==> config.mk <==
export PLATFORM = sky130hd
export DESIGN_NAME = flag_progress_animated_flat
export DESIGN_NICKNAME = d
export VERILOG_FILES = /design/src/rtl/flag_progress_animated_if.sv /design/src/rtl/flag_progress_animated.sv /design/src/flat_wrapper.sv
export SDC_FILE = /design/constraint.sdc
export NUM_CORES = 1
export LEC_CHECK = 0
export CAP_MARGIN = 20
export CELL_PAD_IN_SITES_DETAIL_PLACEMENT = 1
export CELL_PAD_IN_SITES_GLOBAL_PLACEMENT = 2
export CORE_AREA = 4 4 98 100
export CTS_CLUSTER_SIZE = 16
export DETAILED_ROUTE_END_ITERATION = 7
export DIE_AREA = 0 0 102 104
export PLACE_DENSITY = 0.82
export SYNTH_ARGS = -nofsm -noshare
export SYNTH_HDL_FRONTEND = slang
export SYNTH_SLANG_ARGS = --single-unit
==> constraint.sdc <==
create_clock -name clk -period 4.9 [get_ports clk]
set_input_delay 1.225 -clock clk [delete_from_list [all_inputs] [get_ports clk]]
set_output_delay 1.225 -clock clk [all_outputs]
set_load 0.01 [all_outputs]
==> src/rtl/flag_progress_animated_if.sv <==
// Video-side signal bundle for flag_progress_animated.
//   pix_x, pix_y  : current pixel column / row (0..639, 0..479 active)
//   display_on    : high during active video
//   frame_start   : one-cycle pulse per frame, during blanking
//   color         : registered RRGGBB pixel colour from the renderer
// master = video timing source, slave = renderer.
interface flag_progress_animated_if;
  logic [9:0] pix_x;
  logic [9:0] pix_y;
  logic       display_on;
  logic       frame_start;
  logic [5:0] color;

  modport master (
    output pix_x, pix_y, display_on, frame_start,
    input  color
  );

  modport slave (
    input  pix_x, pix_y, display_on, frame_start,
    output color
  );
endinterface

==> src/rtl/flag_progress_animated.sv <==
// Animated progress-pride flag renderer.
// The chevron stack retracts to the left by up to SHIFT_MAX pixels and
// extends back, resting fully extended for HOLD_FRAMES frames each cycle.
// Ports:
//   clk  : pixel clock
//   rst  : asynchronous active-high reset
//   vid  : flag_progress_animated_if.slave (pixel position, display_on,
//          frame_start in; registered colour out, latency 1)
// Build option: define FLAG_PROGRESS_CIRCLE_EN to draw the purple ring in
// the inner field; otherwise the inner field is solid yellow.
module flag_progress_animated #(
  parameter int unsigned CHEVRON_W   = 60,
  parameter int unsigned HOLD_FRAMES = 120,
  parameter int unsigned STEP        = 2,
  parameter int unsigned SHIFT_MAX   = 300
) (
  input logic                     clk,
  input logic                     rst,
  flag_progress_animated_if.slave vid
);

  // Shared flag palette, RRGGBB.
  localparam logic [5:0] RED    = 6'b110000;
  localparam logic [5:0] ORANGE = 6'b111000;
  localparam logic [5:0] YELLOW = 6'b111100;
  localparam logic [5:0] GREEN  = 6'b001100;
  localparam logic [5:0] BLUE   = 6'b000011;
  localparam logic [5:0] PURPLE = 6'b100010;
  localparam logic [5:0] WHITE  = 6'b111111;
  localparam logic [5:0] PINK   = 6'b111011;
  localparam logic [5:0] LTBLUE = 6'b011111;
  localparam logic [5:0] BROWN  = 6'b100100;
  localparam logic [5:0] BLACK  = 6'b000000;

  localparam logic signed [11:0] W1 = 12'(CHEVRON_W);
  localparam logic signed [11:0] W2 = 12'(2 * CHEVRON_W);
  localparam logic signed [11:0] W3 = 12'(3 * CHEVRON_W);
  localparam logic signed [11:0] W4 = 12'(4 * CHEVRON_W);

  typedef enum logic [1:0] {StHold, StRetract, StExtend} state_e;

  state_e     r_state;
  logic [8:0] r_shift;
  logic [7:0] r_hold_cnt;
  logic [5:0] r_color;

  logic signed [11:0] w_ty;
  logic signed [11:0] w_d;
  logic [9:0]         w_up;
  logic [5:0]         w_inner;
  logic [5:0]         w_color;

  // Mirror the lower half so the chevrons point right.
  assign w_ty = (vid.pix_y < 10'd240) ? $signed({2'b00, vid.pix_y})
                                      : 12'sd479 - $signed({2'b00, vid.pix_y});
  assign w_d  = $signed({2'b00, vid.pix_x}) + $signed({3'b000, r_shift}) - w_ty;
  assign w_up = {1'b0, r_shift} + 10'(STEP);

`ifdef FLAG_PROGRESS_CIRCLE_EN
  logic signed [11:0] w_cxs;
  logic [10:0]        w_cx;
  logic [9:0]         w_cy;
  logic [21:0]        w_r2;

  // Circle centre tracks the chevrons: x = 70 - shift, y = 240.
  assign w_cxs = $signed({2'b00, vid.pix_x}) - 12'sd70 + $signed({3'b000, r_shift});
  assign w_cx  = w_cxs[11] ? 11'(-w_cxs) : w_cxs[10:0];
  assign w_cy  = (vid.pix_y >= 10'd240) ? vid.pix_y - 10'd240 : 10'd240 - vid.pix_y;
  assign w_r2  = 22'(w_cx) * 22'(w_cx) + 22'(w_cy) * 22'(w_cy);

  always_comb begin
    w_inner = YELLOW;
    if (w_r2 >= 22'd2000 && w_r2 < 22'd3000) w_inner = PURPLE;
  end
`else
  assign w_inner = YELLOW;
`endif

  always_comb begin
    w_color = BLACK;
    if (w_d < -W1)      w_color = w_inner;
    else if (w_d < 0)   w_color = WHITE;
    else if (w_d < W1)  w_color = PINK;
    else if (w_d < W2)  w_color = LTBLUE;
    else if (w_d < W3)  w_color = BROWN;
    else if (w_d < W4)  w_color = BLACK;
    else if (vid.pix_y < 10'd80)  w_color = RED;
    else if (vid.pix_y < 10'd160) w_color = ORANGE;
    else if (vid.pix_y < 10'd240) w_color = YELLOW;
    else if (vid.pix_y < 10'd320) w_color = GREEN;
    else if (vid.pix_y < 10'd400) w_color = BLUE;
    else                          w_color = PURPLE;
  end

  always_ff @(posedge clk or posedge rst) begin
    if (rst) begin
      r_color <= 6'b000000;
    end else begin
      r_color <= vid.display_on ? w_color : 6'b000000;
    end
  end

  assign vid.color = r_color;

  // Animation advances once per frame; saturating steps keep shift in range.
  always_ff @(posedge clk or posedge rst) begin
    if (rst) begin
      r_state    <= StHold;
      r_shift    <= 9'd0;
      r_hold_cnt <= 8'd0;
    end else if (vid.frame_start) begin
      unique case (r_state)
        StHold: begin
          r_shift <= 9'd0;
          if (r_hold_cnt == 8'(HOLD_FRAMES - 1)) begin
            r_hold_cnt <= 8'd0;
            r_state    <= StRetract;
          end else begin
            r_hold_cnt <= r_hold_cnt + 8'd1;
          end
        end
        StRetract: begin
          if (w_up >= 10'(SHIFT_MAX)) begin
            r_shift <= 9'(SHIFT_MAX);
            r_state <= StExtend;
          end else begin
            r_shift <= w_up[8:0];
          end
        end
        StExtend: begin
          if (r_shift <= 9'(STEP)) begin
            r_shift    <= 9'd0;
            r_hold_cnt <= 8'd0;
            r_state    <= StHold;
          end else begin
            r_shift <= r_shift - 9'(STEP);
          end
        end
        default: begin
          r_state    <= StHold;
          r_shift    <= 9'd0;
          r_hold_cnt <= 8'd0;
        end
      endcase
    end
  end

endmodule

==> src/flat_wrapper.sv <==
// flat-port wrapper written by rule: the top's interface ports become plain ports
module flag_progress_animated_flat 
#(
  parameter int unsigned CHEVRON_W   = 60,
  parameter int unsigned HOLD_FRAMES = 120,
  parameter int unsigned STEP        = 2,
  parameter int unsigned SHIFT_MAX   = 300
)
  (clk, rst, vid_pix_x, vid_pix_y, vid_display_on, vid_frame_start, vid_color);
  flag_progress_animated_if vid_i ();
  input logic clk;
  input logic rst;
  input wire logic [$bits(vid_i.pix_x)-1:0] vid_pix_x;
  input wire logic [$bits(vid_i.pix_y)-1:0] vid_pix_y;
  input wire logic [$bits(vid_i.display_on)-1:0] vid_display_on;
  input wire logic [$bits(vid_i.frame_start)-1:0] vid_frame_start;
  output wire logic [$bits(vid_i.color)-1:0] vid_color;
  assign vid_i.pix_x = vid_pix_x;
  assign vid_i.pix_y = vid_pix_y;
  assign vid_i.display_on = vid_display_on;
  assign vid_i.frame_start = vid_frame_start;
  assign vid_color = vid_i.color;
  flag_progress_animated #(.CHEVRON_W(CHEVRON_W), .HOLD_FRAMES(HOLD_FRAMES), .STEP(STEP), .SHIFT_MAX(SHIFT_MAX)) u_core (.clk(clk), .rst(rst), .vid(vid_i));
endmodule
======== Word-level counts from Yosys, hierarchy flattened ========
Index checks and enable logic that the tools add are counted.
word-level totals
  bits in registers ....................... 25
  logic and storage cells ................. 56
cells by class
  $add $sub $neg .......................... 6
  magnitude comparators ................... 13
  equal/unequal tests ..................... 6
  muxes and demuxes ....................... 23
  bitwise logic cells ..................... 1
  reduce and logical (&&, ||, !) cells .... 3
operators with widths
  operator               number
  $mux 6                 12
  $lt 12x7->1 const B    2
  $lt 12x9->1 const B    2
  $pmux 8 s3             1
  $lt 10x8->1 const B    2
  $lt 10x9->1 const B    2
  $mux 9                 2
  $pmux 9 s2             1
  $mux 8                 2
  $lt 12x1->1 const B    1
  $lt 12x8->1 const B    1
  $mux 12                1
  $sub 12x12->12         1
  $add 10x9->11          1
  $sub 9x10->11 const A  1
  $add 9x2->10 const B   1
  $ge 10x9->1 const B    1
  $lt 10x7->1 const B    1
  $le 9x2->1 const B     1
  $sub 9x2->9 const B    1
  $add 8x1->8 const B    1
  $eq 8x7->1 const B     1
  $mux 2                 3
  $ne 2x1->1 const B     3
  7 further kinds        7

======== Longest topological paths before layout ========
Gate-level depths: netlist (run 1).
  word-level depth ........................ 13
  mapped depth ............................ 19

======== Least setup slack after synthesis (run 1) ========
OpenSTA, ideal clock, no wires.
  kind .................................... in2reg
  start ................................... input port vid_pix_x[2]
  end ..................................... register u_core.r_color[0], in the netlist u_core.vid.color[0]
  arrival ................................. 4,974 ps
  required time ........................... 4,818 ps
  path slack .............................. -156 ps
  cell stages on the path ................. 19
  path buffers ............................ 1
  cell sequence ........................... ha_1 a21oi_1 o21bai_1 a21oi_1 o21bai_1 a21o_1 a21o_1 a21oi_1 xnor2_1 ha_1 clkbuf_1 nand2_1 o21ai_0 nor4b_1 a311o_1 nor2_4 nor4_4 a2111o_1 a31oi_1
on the way
  word-level cells in the longest chain between the ends .. 10
  elaborated cells between the ends (all ways) .. 15
  those cells by class .................... add/sub: 2; order compare: 6; mux: 7
RTL lines
  item                  line                          text
  from (decl)           flat_wrapper.sv:13            input wire logic [$bits(vid_i.pix_x)-1:0] vid_pix_x;
  $add 10x9->11 *       flag_progress_animated.sv:56  assign w_d = $signed({2'b00, vid.pix_x}) + $signed({3'b000, r_shift}) - w_ty;
  $sub 12x12->12 *      flag_progress_animated.sv:56
  $lt 12x9->1           flag_progress_animated.sv:86  else if (w_d < W4) w_color = BLACK;
  $mux 6                flag_progress_animated.sv:86
  $mux 6                flag_progress_animated.sv:85  else if (w_d < W3) w_color = BROWN;
  $mux 6                flag_progress_animated.sv:84  else if (w_d < W2) w_color = LTBLUE;
  $mux 6                flag_progress_animated.sv:83  else if (w_d < W1) w_color = PINK;
  $mux 6                flag_progress_animated.sv:82  else if (w_d < 0) w_color = WHITE;
  $mux 6 *              flag_progress_animated.sv:81  if (w_d < -W1) w_color = w_inner;
  $mux 6 *              flag_progress_animated.sv:99  r_color <= vid.display_on ? w_color : 6'b000000;
  to (signal assigned)  flag_progress_animated.sv:99
  to (decl)             flag_progress_animated.sv:45  logic [5:0] r_color;
Mark *: on every way between the ends. The rest lies on a longest branch, timed or not.
A chain may end at the register's enable or synchronous reset.

======== Final worst setup path (run 1) ========
  start ................................... input port vid_pix_x[3]
  end ..................................... register u_core.r_color[0], in the netlist u_core.vid.color[0]
Same word-level chain as after synthesis.

==> metrics.yaml, run 1 <==
setup_path:
  cp-end-kind: "flop"
  required_ns: 5.11
  crit_arrival_ns: 4.98
  cp_cell_sequence: "clkdlybuf4s50_1, ha_1, inv_2, o21bai_4, a21oi_2, o21bai_1, a21o_1, a21o_1, a21oi_2, nor2b_1, ha_1, nand2_1, o21ai_4, nor2_1, a311o_1, nor2_4, buf_6, nand4_1, or3_4, a31oi_1"
  r2r-end: "u_core.vid.color[0]$_DFF_PP0_"
  start_kind: "input pin"
  crit-reg2reg-launch: "u_core.r_shift[2]$_DFFE_PP0P_"
  reg2reg_slack_ns: 0.91
  slowest_delay_ns: 0.41
  worst-setup-path-type: "in -> reg"
  critPathMaxFanout: 6
  slowest_stage: "clkdlybuf4s50_1"
  rr_worst_depth: 19
placement:
  io_buffers: 29
  gp_congestion: 0.838
  hpwl_um: 7600
timing:
  slew_headroom_pct: 52.2
  finalClockSkew_ns: 0.00624
  setup-violations-final: 0
  fin_crit_ns: 4.78
  hold_viol: 0
  fmax_mhz: 209
  fin_tns_setup_ns: 0
  worst_pin_slew_ns: 0.711
  slew_violations: 0
  fin_crit_sh_pct: 97.5
die:
  num_io_pins: 30
  start_util_pct: 33.8
  core_area_sq_um: 8680
  row_count: 34
  die_h_um: 104
  die_w_um: 102
  dieArea_sq_um: 10600
min_path:
  min_to: "u_core.r_hold_cnt[2]$_DFFE_PP0P_"
  worstHoldStart: "u_core.r_hold_cnt[2]$_DFFE_PP0P_"
  hold_path.class: "reg -> reg"
  holdPathStages: 1
clock_network:
  ctsHoldBuffers: 0
  cts-root-buf: "clkbuf_8"
  htreeDepth: 1
  clk_latency_ns: 0.28
  cts_tree: "done"
  cts_buffer_depth: 2
  numClockSinks: 24
  cts-buffers-inserted: 3
  clk_pin_slew_ns: 0.09
synth:
  ys_warn_count: 0
  syn_nets: 423
  syn-cell-area_sq_um: 2930
  synthArstFlopShare_pct: 100
  ys_top_cells_by_count: "nand2_1, nor2_1, ha_1, a21oi_1, dfrtp_1"
  synthCells: 373
  netlist-cell-type-count: 69
  synthFlopType: "dfrtp_1"
  synth_seq_cells: 24
  synth_area_leaders: "dfrtp_1, ha_1, xor2_1, a21oi_1, nand2_1"
  yosys.area.top_type_share_pct: 20.5
  seq_area_frac_synth_pct: 20.5
  synth_area_leader_cell: "dfrtp_1"
  synth_edf_count: 0
  yosysMostFrequentCell: "nand2_1"
  avgSynthCellArea_sq_um: 7.86
global_route:
  grt_pass1_vias: 3225
  grt_max_degree: 25
  grt.overflow.total: 0
  grt_antenna_before_repair: 0
  globalRouteTotalUtil_pct: 18.2
  grt_pass1_wl_um: 15800
pwr:
  comb_power_share_pct: 68.3
  pwr-share-clk_pct: 13.0
  pwr-share-seq_pct: 18.8
  vdd_drop_max_uv: 133
  leakage_nw: 1.81
  powerDensity_nw_per_um2: 353
  p_int_w: 0.000773
  power.net_switching_w: 0.000631
  switching_share_pct: 45.0
detailed_routing:
  post_drt_wl_per_cell_um: 17.5
  drtPass1Iterations: 6
  vias_per_cell: 5.65
  drc: 0
  wl_um: 9710
  vias: 3131
  detail_route.iter0.violations: 53
  ant_nets: 0
status:
  status: "completed"
finish:
  final_core_util_pct: 45.8
  num-nets-final: 497
  area_delta_synth_final_pct: 35.5
  num_antenna_cells: 0
  drive_above_1_share_pct: 23.1
flow_run:
  cap_viol_max_count: 0
-- area by class of cell --
class	instances	area [sq um]
inverter	20	75.1
multi-input combinational	311	2330
clock buffer	3	41.3
fill	1040	4710
tap	108	135
timing repair buffer	87	763
clock inverter	1	30.0
sequential	24	601
-- worst max-delay path: cells and delay by family --
kind                     cells  cell delay [ns]
buffers and inverters        3             0.63
AO/OA/AOI/OAI                9             1.59
adder cells (fa/ha/maj)      2             0.69
AND/OR/NAND/NOR              6             0.85
-- power groups by stage --
| stage | clock network, W | logic [W] | registers (W) |
|---|---|---|---|
| 2_1_floorplan | 0 | 0.000569 | 0.000263 |
| 3_3_place_gp | 0 | 0.000874 | 0.000266 |
| 3_5_place_dp | 0 | 0.000902 | 0.000266 |
| 4_1_cts | 0.000192 | 0.000915 | 0.000263 |
| 5_1_grt | 0.000198 | 0.00106 | 0.000270 |
| 6_report | 0.000182 | 0.000959 | 0.000264 |
-- routing by layer --
metal	global-route usage (%)	vias to the layer above	part of all wire (%)
met1	22.2	1529	41
met2	32.4	47	54
li1	-	1538	-
met5	0	-	0
met3	2.01	17	2.6
met4	6.56	0	2.2
-- state kept, by name, summed over array words and instances (netlist names) --
name,cells
u_core.vid.color,6
u_core.r_shift,8
u_core.r_state,2
u_core.r_hold_cnt,8
-- layout by cell type (no fill, tap or decap), types with 7 or more instances in the layout --
cell type and instances:
a21o_1 11, a21oi_1 17, a31oi_1 7, buf_4 53, clkdlybuf4s50_1 28, dfrtp_1 24
ha_1 22, inv_1 19, nand2_1 30, nand3_1 21, nand4_1 7, nor2_1 28
nor3_1 12, o21ai_0 12, xnor2_1 11, xor2_1 14
-- how the worst max path moves through the flow --
stage,from,endpoint,depth (start not counted)
detailed placement,vid_pix_x[2],u_core.vid.color[0]$_DFF_PP0_,20
global route,vid_pix_x[3],u_core.vid.color[0]$_DFF_PP0_,20
floorplan,vid_pix_x[2],u_core.vid.color[0]$_DFF_PP0_,19
CTS,vid_pix_x[2],u_core.vid.color[0]$_DFF_PP0_,20
global placement,vid_pix_x[2],u_core.vid.color[0]$_DFF_PP0_,20
finish,vid_pix_x[3],u_core.vid.color[0]$_DFF_PP0_,20
-- through the flow --
step	instances	setup slack [ns]	area (sq um)	hold slack (ns)	power, W
2_1_floorplan	373	0.0209	2930	0.472	0.000831
3_3_place_gp	545	-0.353	3680	0.510	0.00114
3_5_place_dp	545	-0.464	3680	0.521	0.00117
4_1_cts	549	0.00414	3780	0.536	0.00137
5_1_grt	554	-0.0565	3970	0.573	0.00153
6_report	554	0.123	3970	0.532	0.00140
-- repair_timing --
action | CTS | global route
setup buffers | 0 | 4
gates resized for setup | 9 | 28
pin swaps | 4 | 24
endpoints found under the setup margin | 6 | 6
-- logic make-up (layout without fill, tap and decap cells) --
logic type      Yosys count  after routing  share of synthesized area, %
mux                       4              4                          1.54
simple gates            142            142                          25.2
buf+inv                  38            111                          5.25
flops                    24             24                          20.5
compound gates          112            112                          27.9
xor+xnor                 27             27                          8.58
fa+ha+maj                26             26                          11.1
(Power assumes the default switching activity.)
==> inputs of run 2 (changes only) <==
--- a/config.mk
+++ b/config.mk
@@ -7,12 +7,12 @@
 export LEC_CHECK = 0
 export CAP_MARGIN = 20
 export CELL_PAD_IN_SITES_DETAIL_PLACEMENT = 1
-export CELL_PAD_IN_SITES_GLOBAL_PLACEMENT = 2
-export CORE_AREA = 4 4 98 100
+export CELL_PAD_IN_SITES_GLOBAL_PLACEMENT = 1
+export CORE_AREA = 4 4 91 93
 export CTS_CLUSTER_SIZE = 16
 export DETAILED_ROUTE_END_ITERATION = 7
-export DIE_AREA = 0 0 102 104
-export PLACE_DENSITY = 0.82
+export DIE_AREA = 0 0 95 97
+export PLACE_DENSITY = 0.78
 export SYNTH_ARGS = -nofsm -noshare
 export SYNTH_HDL_FRONTEND = slang
 export SYNTH_SLANG_ARGS = --single-unit
==> metrics.yaml, run 2 (same netlist as run 1, synthesis figures left out) <==
finish:
  fill_cells: 919
  finalNonFillerCells: 547
  area_delta_synth_final_pct: 34.1
  final_common_cell: "buf_4"
  area.sequential_sq_um: 601
  multi_input_area_sq_um: 2330
  drive_above_1_share_pct: 21.8
  final_cell_mix: "buf_4, nand2_1, nor2_1"
  num-nets-final: 496
  num_antenna_cells: 0
detailed_routing:
  wl_um: 9830
  post_drt_wl_per_cell_um: 18.0
  ant_nets: 0
  drc: 0
  drtPass1Iterations: 4
  vias_per_cell: 5.80
  vias: 3170
  detail_route.iter0.violations: 95
placement:
  dpl.cell_count: 535
  gp_congestion: 0.885
  io_buffers: 29
  hpwl_um: 7550
die:
  num_io_pins: 30
  start_util_pct: 39.0
  dieArea_sq_um: 9220
  row_count: 32
  die_w_um: 95
  die_h_um: 97
  core_area_sq_um: 7530
clock_network:
  cts_buffer_depth: 2
  clk_latency_ns: 0.28
  numClockSinks: 24
  clk_pin_slew_ns: 0.10
  ctsHoldBuffers: 0
  htreeDepth: 1
  cts-root-buf: "clkbuf_8"
  cts_tree: "done"
  cts-buffers-inserted: 3
pwr:
  leakage_nw: 1.80
  powerDensity_nw_per_um2: 356
  vdd_drop_max_uv: 201
global_route:
  grt_max_degree: 25
  grt.overflow.total: 0
  grt_antenna_before_repair: 0
  grt_pass1_wl_um: 15800
  globalRouteTotalUtil_pct: 20.8
  grt_pass1_vias: 3256
timing:
  finalClockSkew_ns: 0.00649
  slew_violations: 0
  worst_pin_slew_ns: 0.980
  fin_crit_ns: 4.83
  setup-violations-final: 0
  fmax_mhz: 207
  fin_crit_sh_pct: 98.6
  hold_viol: 0
  slew_headroom_pct: 34.6
  fin_tns_setup_ns: 0
setup_path:
  worst-setup-path-type: "in -> reg"
  crit_arrival_ns: 5.03
  reg2reg_slack_ns: 0.65
  cp-end-kind: "flop"
  start_kind: "input pin"
  required_ns: 5.10
  critPathMaxFanout: 8
min_path:
  hold_path.class: "reg -> reg"
status:
  status: "completed"
flow_run:
  cap_viol_max_count: 0
run 2: timing repair:
| action | CTS | global route |
|---|---|---|
| setup buffers | 2 | 8 |
| gates resized for setup | 13 | 17 |
| setup endpoints to repair | 6 | 6 |
| pin swaps | 8 | 23 |
run 2: final timing paths:
path                                                        from                               end  depth (start not counted)
worst max-delay path                                vid_pix_x[4]     u_core.vid.color[0]$_DFF_PP0_                         18
worst min-delay path            u_core.r_hold_cnt[1]$_DFFE_PP0P_  u_core.r_hold_cnt[1]$_DFFE_PP0P_                          2
worst max register to register     u_core.r_shift[2]$_DFFE_PP0P_     u_core.vid.color[0]$_DFF_PP0_                         19
worst min register to register  u_core.r_hold_cnt[1]$_DFFE_PP0P_  u_core.r_hold_cnt[1]$_DFFE_PP0P_                          2
max in group asynchronous                                    rst     u_core.r_shift[8]$_DFFE_PP0P_                          2
min in group asynchronous                                    rst  u_core.r_hold_cnt[3]$_DFFE_PP0P_                          2
run 2: layout make-up:
class | instances | share of cell area, %
well taps | 102 | 3.24
repair buffers | 86 | 18.6
multi-input cells | 311 | 59.1
clock inverters | 1 | 0.763
flip-flops and latches | 24 | 15.3
clock buffers | 3 | 1.05
inverters | 20 | 1.91
run 2: metal layers:
layer,vias up,part of all wire (%),GRT usage (%)
met1,1581,43,25.0
met5,-,0,0
met4,0,2.7,5.33
met3,22,1.9,2.10
li1,1527,-,-
met2,40,53,38.7
run 2: per-stage QoR:
step / hold WS (ns) / utilization, % / setup slack (ns) / total power (W) / cell area (sq um)
finish: 0.541 / 52.3 / 0.0703 / 0.00140 / 3930
floorplan: 0.472 / - / 0.0209 / 0.000831 / 2930
global placement: 0.507 / 48.4 / -0.365 / 0.00112 / 3640
detailed placement: 0.520 / 48.4 / -0.558 / 0.00116 / 3640
global route: 0.582 / 52.3 / -0.0579 / 0.00151 / 3930
CTS: 0.544 / 50.4 / 0.00534 / 0.00136 / 3790
run 2: critical path: stages:
cell and delay, ns:
clkdlybuf4s50_1 0.50, ha_4 0.22, a21oi_2 0.16, o21bai_1 0.12, a21o_1 0.18, a21o_1 0.19, a21oi_2 0.20, xnor2_1 0.15
ha_1 0.29, buf_6 0.15, buf_4 0.14, or3_4 0.39, o2111ai_4 0.24, a211oi_4 0.08, nor4_4 0.24, buf_4 0.19
nand4_1 0.16, a31oi_1 0.20
run 2: power by group:
| group | leakage [nW] | total, W | switching (W) | internal (W) |
|---|---|---|---|---|
| clock | 0.0357 | 0.000180 | 0.0000710 | 0.000109 |
| combinational | 1.44 | 0.000955 | 0.000525 | 0.000430 |
| sequential | 0.324 | 0.000265 | 0.0000352 | 0.000229 |
==> inputs of run 3 (changes only) <==
--- a/config.mk
+++ b/config.mk
@@ -8,11 +8,13 @@
 export CAP_MARGIN = 20
 export CELL_PAD_IN_SITES_DETAIL_PLACEMENT = 1
 export CELL_PAD_IN_SITES_GLOBAL_PLACEMENT = 1
-export CORE_AREA = 4 4 91 93
+export CORE_AREA = 4 4 78 109
 export CTS_CLUSTER_SIZE = 16
 export DETAILED_ROUTE_END_ITERATION = 7
-export DIE_AREA = 0 0 95 97
-export PLACE_DENSITY = 0.78
+export DIE_AREA = 0 0 82 113
+export HOLD_SLACK_MARGIN = 0.1
+export PLACE_DENSITY = 0.77
+export SLEW_MARGIN = 20
 export SYNTH_ARGS = -nofsm -noshare
 export SYNTH_HDL_FRONTEND = slang
 export SYNTH_SLANG_ARGS = --single-unit
==> metrics.yaml, run 3 (same netlist as run 1, synthesis figures left out) <==
status:
  status: "completed"
pwr:
  vdd_drop_max_uv: 227
  leakage_nw: 1.84
  powerDensity_nw_per_um2: 351
timing:
  fin_crit_sh_pct: 95.9
  rsz0062_at_grt: "no"
  fin_crit_ns: 4.70
  hold_viol: 0
  setup-violations-final: 0
  worst_pin_slew_ns: 0.581
  fmax_mhz: 213
  finalClockSkew_ns: 0.0125
  slew_headroom_pct: 60.9
  slew_violations: 0
global_route:
  grt_pass1_wl_um: 16000
  globalRouteTotalUtil_pct: 21.7
  grt.overflow.total: 0
  grt_pass1_vias: 3373
  grt_antenna_before_repair: 0
  grt_max_degree: 25
finish:
  num_antenna_cells: 0
  drive_above_1_share_pct: 23.0
  finalNonFillerCells: 548
  area_delta_synth_final_pct: 36.0
  final_cell_mix: "buf_4, nand2_1, nor2_1"
  final_common_cell: "buf_4"
  final_core_util_pct: 52.4
  num-nets-final: 499
die:
  row_count: 38
  die_w_um: 82
  die_h_um: 113
  core_area_sq_um: 7610
  dieArea_sq_um: 9270
  start_util_pct: 38.6
  num_io_pins: 30
placement:
  hpwl_um: 7640
  dpl.cell_count: 537
  gp_congestion: 0.892
  io_buffers: 29
min_path:
  hold_path.class: "reg -> reg"
setup_path:
  start_kind: "input pin"
  reg2reg_slack_ns: 0.73
  cp-end-kind: "flop"
  required_ns: 5.11
  slowest_stage: "a2111o_1"
  worst-setup-path-type: "in -> reg"
  critPathMaxFanout: 3
  cp_cell_sequence: "dlymetal6s2s_1, ha_4, a21oi_4, o21bai_4, a21oi_4, o21bai_1, a21o_1, a21o_1, a21oi_4, nor2b_1, ha_1, a21oi_2, o21ai_4, mux2i_1, a311o_1, nor2_4, nor4_4, buf_4, a2111o_1, a31oi_1"
  crit_arrival_ns: 4.91
  critPathMostFrequentCell: "a21oi_4"
  slowest_delay_ns: 0.42
clock_network:
  cts-buffers-inserted: 3
  clk_pin_slew_ns: 0.10
  clk_latency_ns: 0.28
  numClockSinks: 24
  cts-root-buf: "clkbuf_8"
  htreeDepth: 1
  cts_buffer_depth: 2
  ctsHoldBuffers: 0
  cts_tree: "done"
flow_run:
  cap_viol_max_count: 0
detailed_routing:
  wl_um: 10100
  vias: 3264
  vias_per_cell: 5.96
  detail_route.iter0.violations: 109
  drc: 0
  ant_nets: 0
  drtPass1Iterations: 4
  post_drt_wl_per_cell_um: 18.5
-- run 3: cell count changes in the layout (fill, tap and decap cells not counted), moves of 2 or more --
cell	delta
nand2_2	+2
nand2_1	-2
a21oi_4	+2
a21oi_2	-2
buf_4	+3
-- run 3: critical path: cells and delay by family --
| family | cells | cell delay [ns] |
|---|---|---|
| buf+inv | 2 | 0.30 |
| mux | 1 | 0.13 |
| compound gates | 12 | 2.37 |
| simple gates | 3 | 0.29 |
| fa+ha+maj | 2 | 0.58 |
-- run 3: layout make-up --
| class | instances | area (sq um) |
|---|---|---|
| Clock buffer | 3 | 41.3 |
| Clock inverter | 1 | 30.0 |
| Fill cell | 919 | 3620 |
| Inverter | 20 | 75.1 |
| Multi-Input combinational cell | 311 | 2340 |
| Sequential cell | 24 | 601 |
| Tap cell | 100 | 125 |
| Timing Repair Buffer | 89 | 774 |
-- run 3: repair_timing --
item                       4_1_cts  5_1_grt
setup buffers                    2        4
gates resized for setup          8       25
pin swaps                       12       23
setup endpoints to repair        6        6
-- run 3: power by group --
| part | internal (W) | total [W] | switching [W] | leakage [nW] |
|---|---|---|---|---|
| clock network | 0.000110 | 0.000181 | 0.0000718 | 0.0357 |
| logic | 0.000428 | 0.000954 | 0.000526 | 1.48 |
| registers | 0.000229 | 0.000264 | 0.0000347 | 0.324 |
| total | 0.000767 | 0.00140 | 0.000633 | 1.84 |
-- run 3: stage by stage --
stage / area (sq um) / setup TNS, ns / worst slack, ns / power, W / hold WS [ns]
after floorplan: 2930 / 0 / 0.0209 / 0.000831 / 0.472
after global placement: 3670 / -2.11 / -0.414 / 0.00114 / 0.508
after detailed placement: 3670 / -3.01 / -0.570 / 0.00117 / 0.530
after CTS: 3780 / 0 / 0.00408 / 0.00136 / 0.546
after global routing: 3990 / 0 / 0.0383 / 0.00151 / 0.562
final: 3990 / 0 / 0.203 / 0.00140 / 0.536
-- run 3: routing by layer --
metal / up-vias / routed length, um / global-route usage (%)
met4: 0 / 353 / 6.98
met2: 71 / 5770 / 43.3
met1: 1628 / 3790 / 22.7
li1: 1537 / - / -
met5: - / 0 / 0
met3: 28 / 214 / 1.67
-- run 3: final timing paths --
path / start / cells after the start / end
setup / recovery: vid_pix_x[2] / 20 / u_core.vid.color[0]$_DFF_PP0_
hold / removal: u_core.r_hold_cnt[2]$_DFFE_PP0P_ / 1 / u_core.r_hold_cnt[2]$_DFFE_PP0P_
setup reg to reg: u_core.r_shift[2]$_DFFE_PP0P_ / 19 / u_core.vid.color[0]$_DFF_PP0_
hold reg to reg: u_core.r_hold_cnt[2]$_DFFE_PP0P_ / 1 / u_core.r_hold_cnt[2]$_DFFE_PP0P_
max in group asynchronous: rst / 3 / u_core.r_shift[2]$_DFFE_PP0P_
min in group asynchronous: rst / 2 / u_core.vid.color[3]$_DFF_PP0_
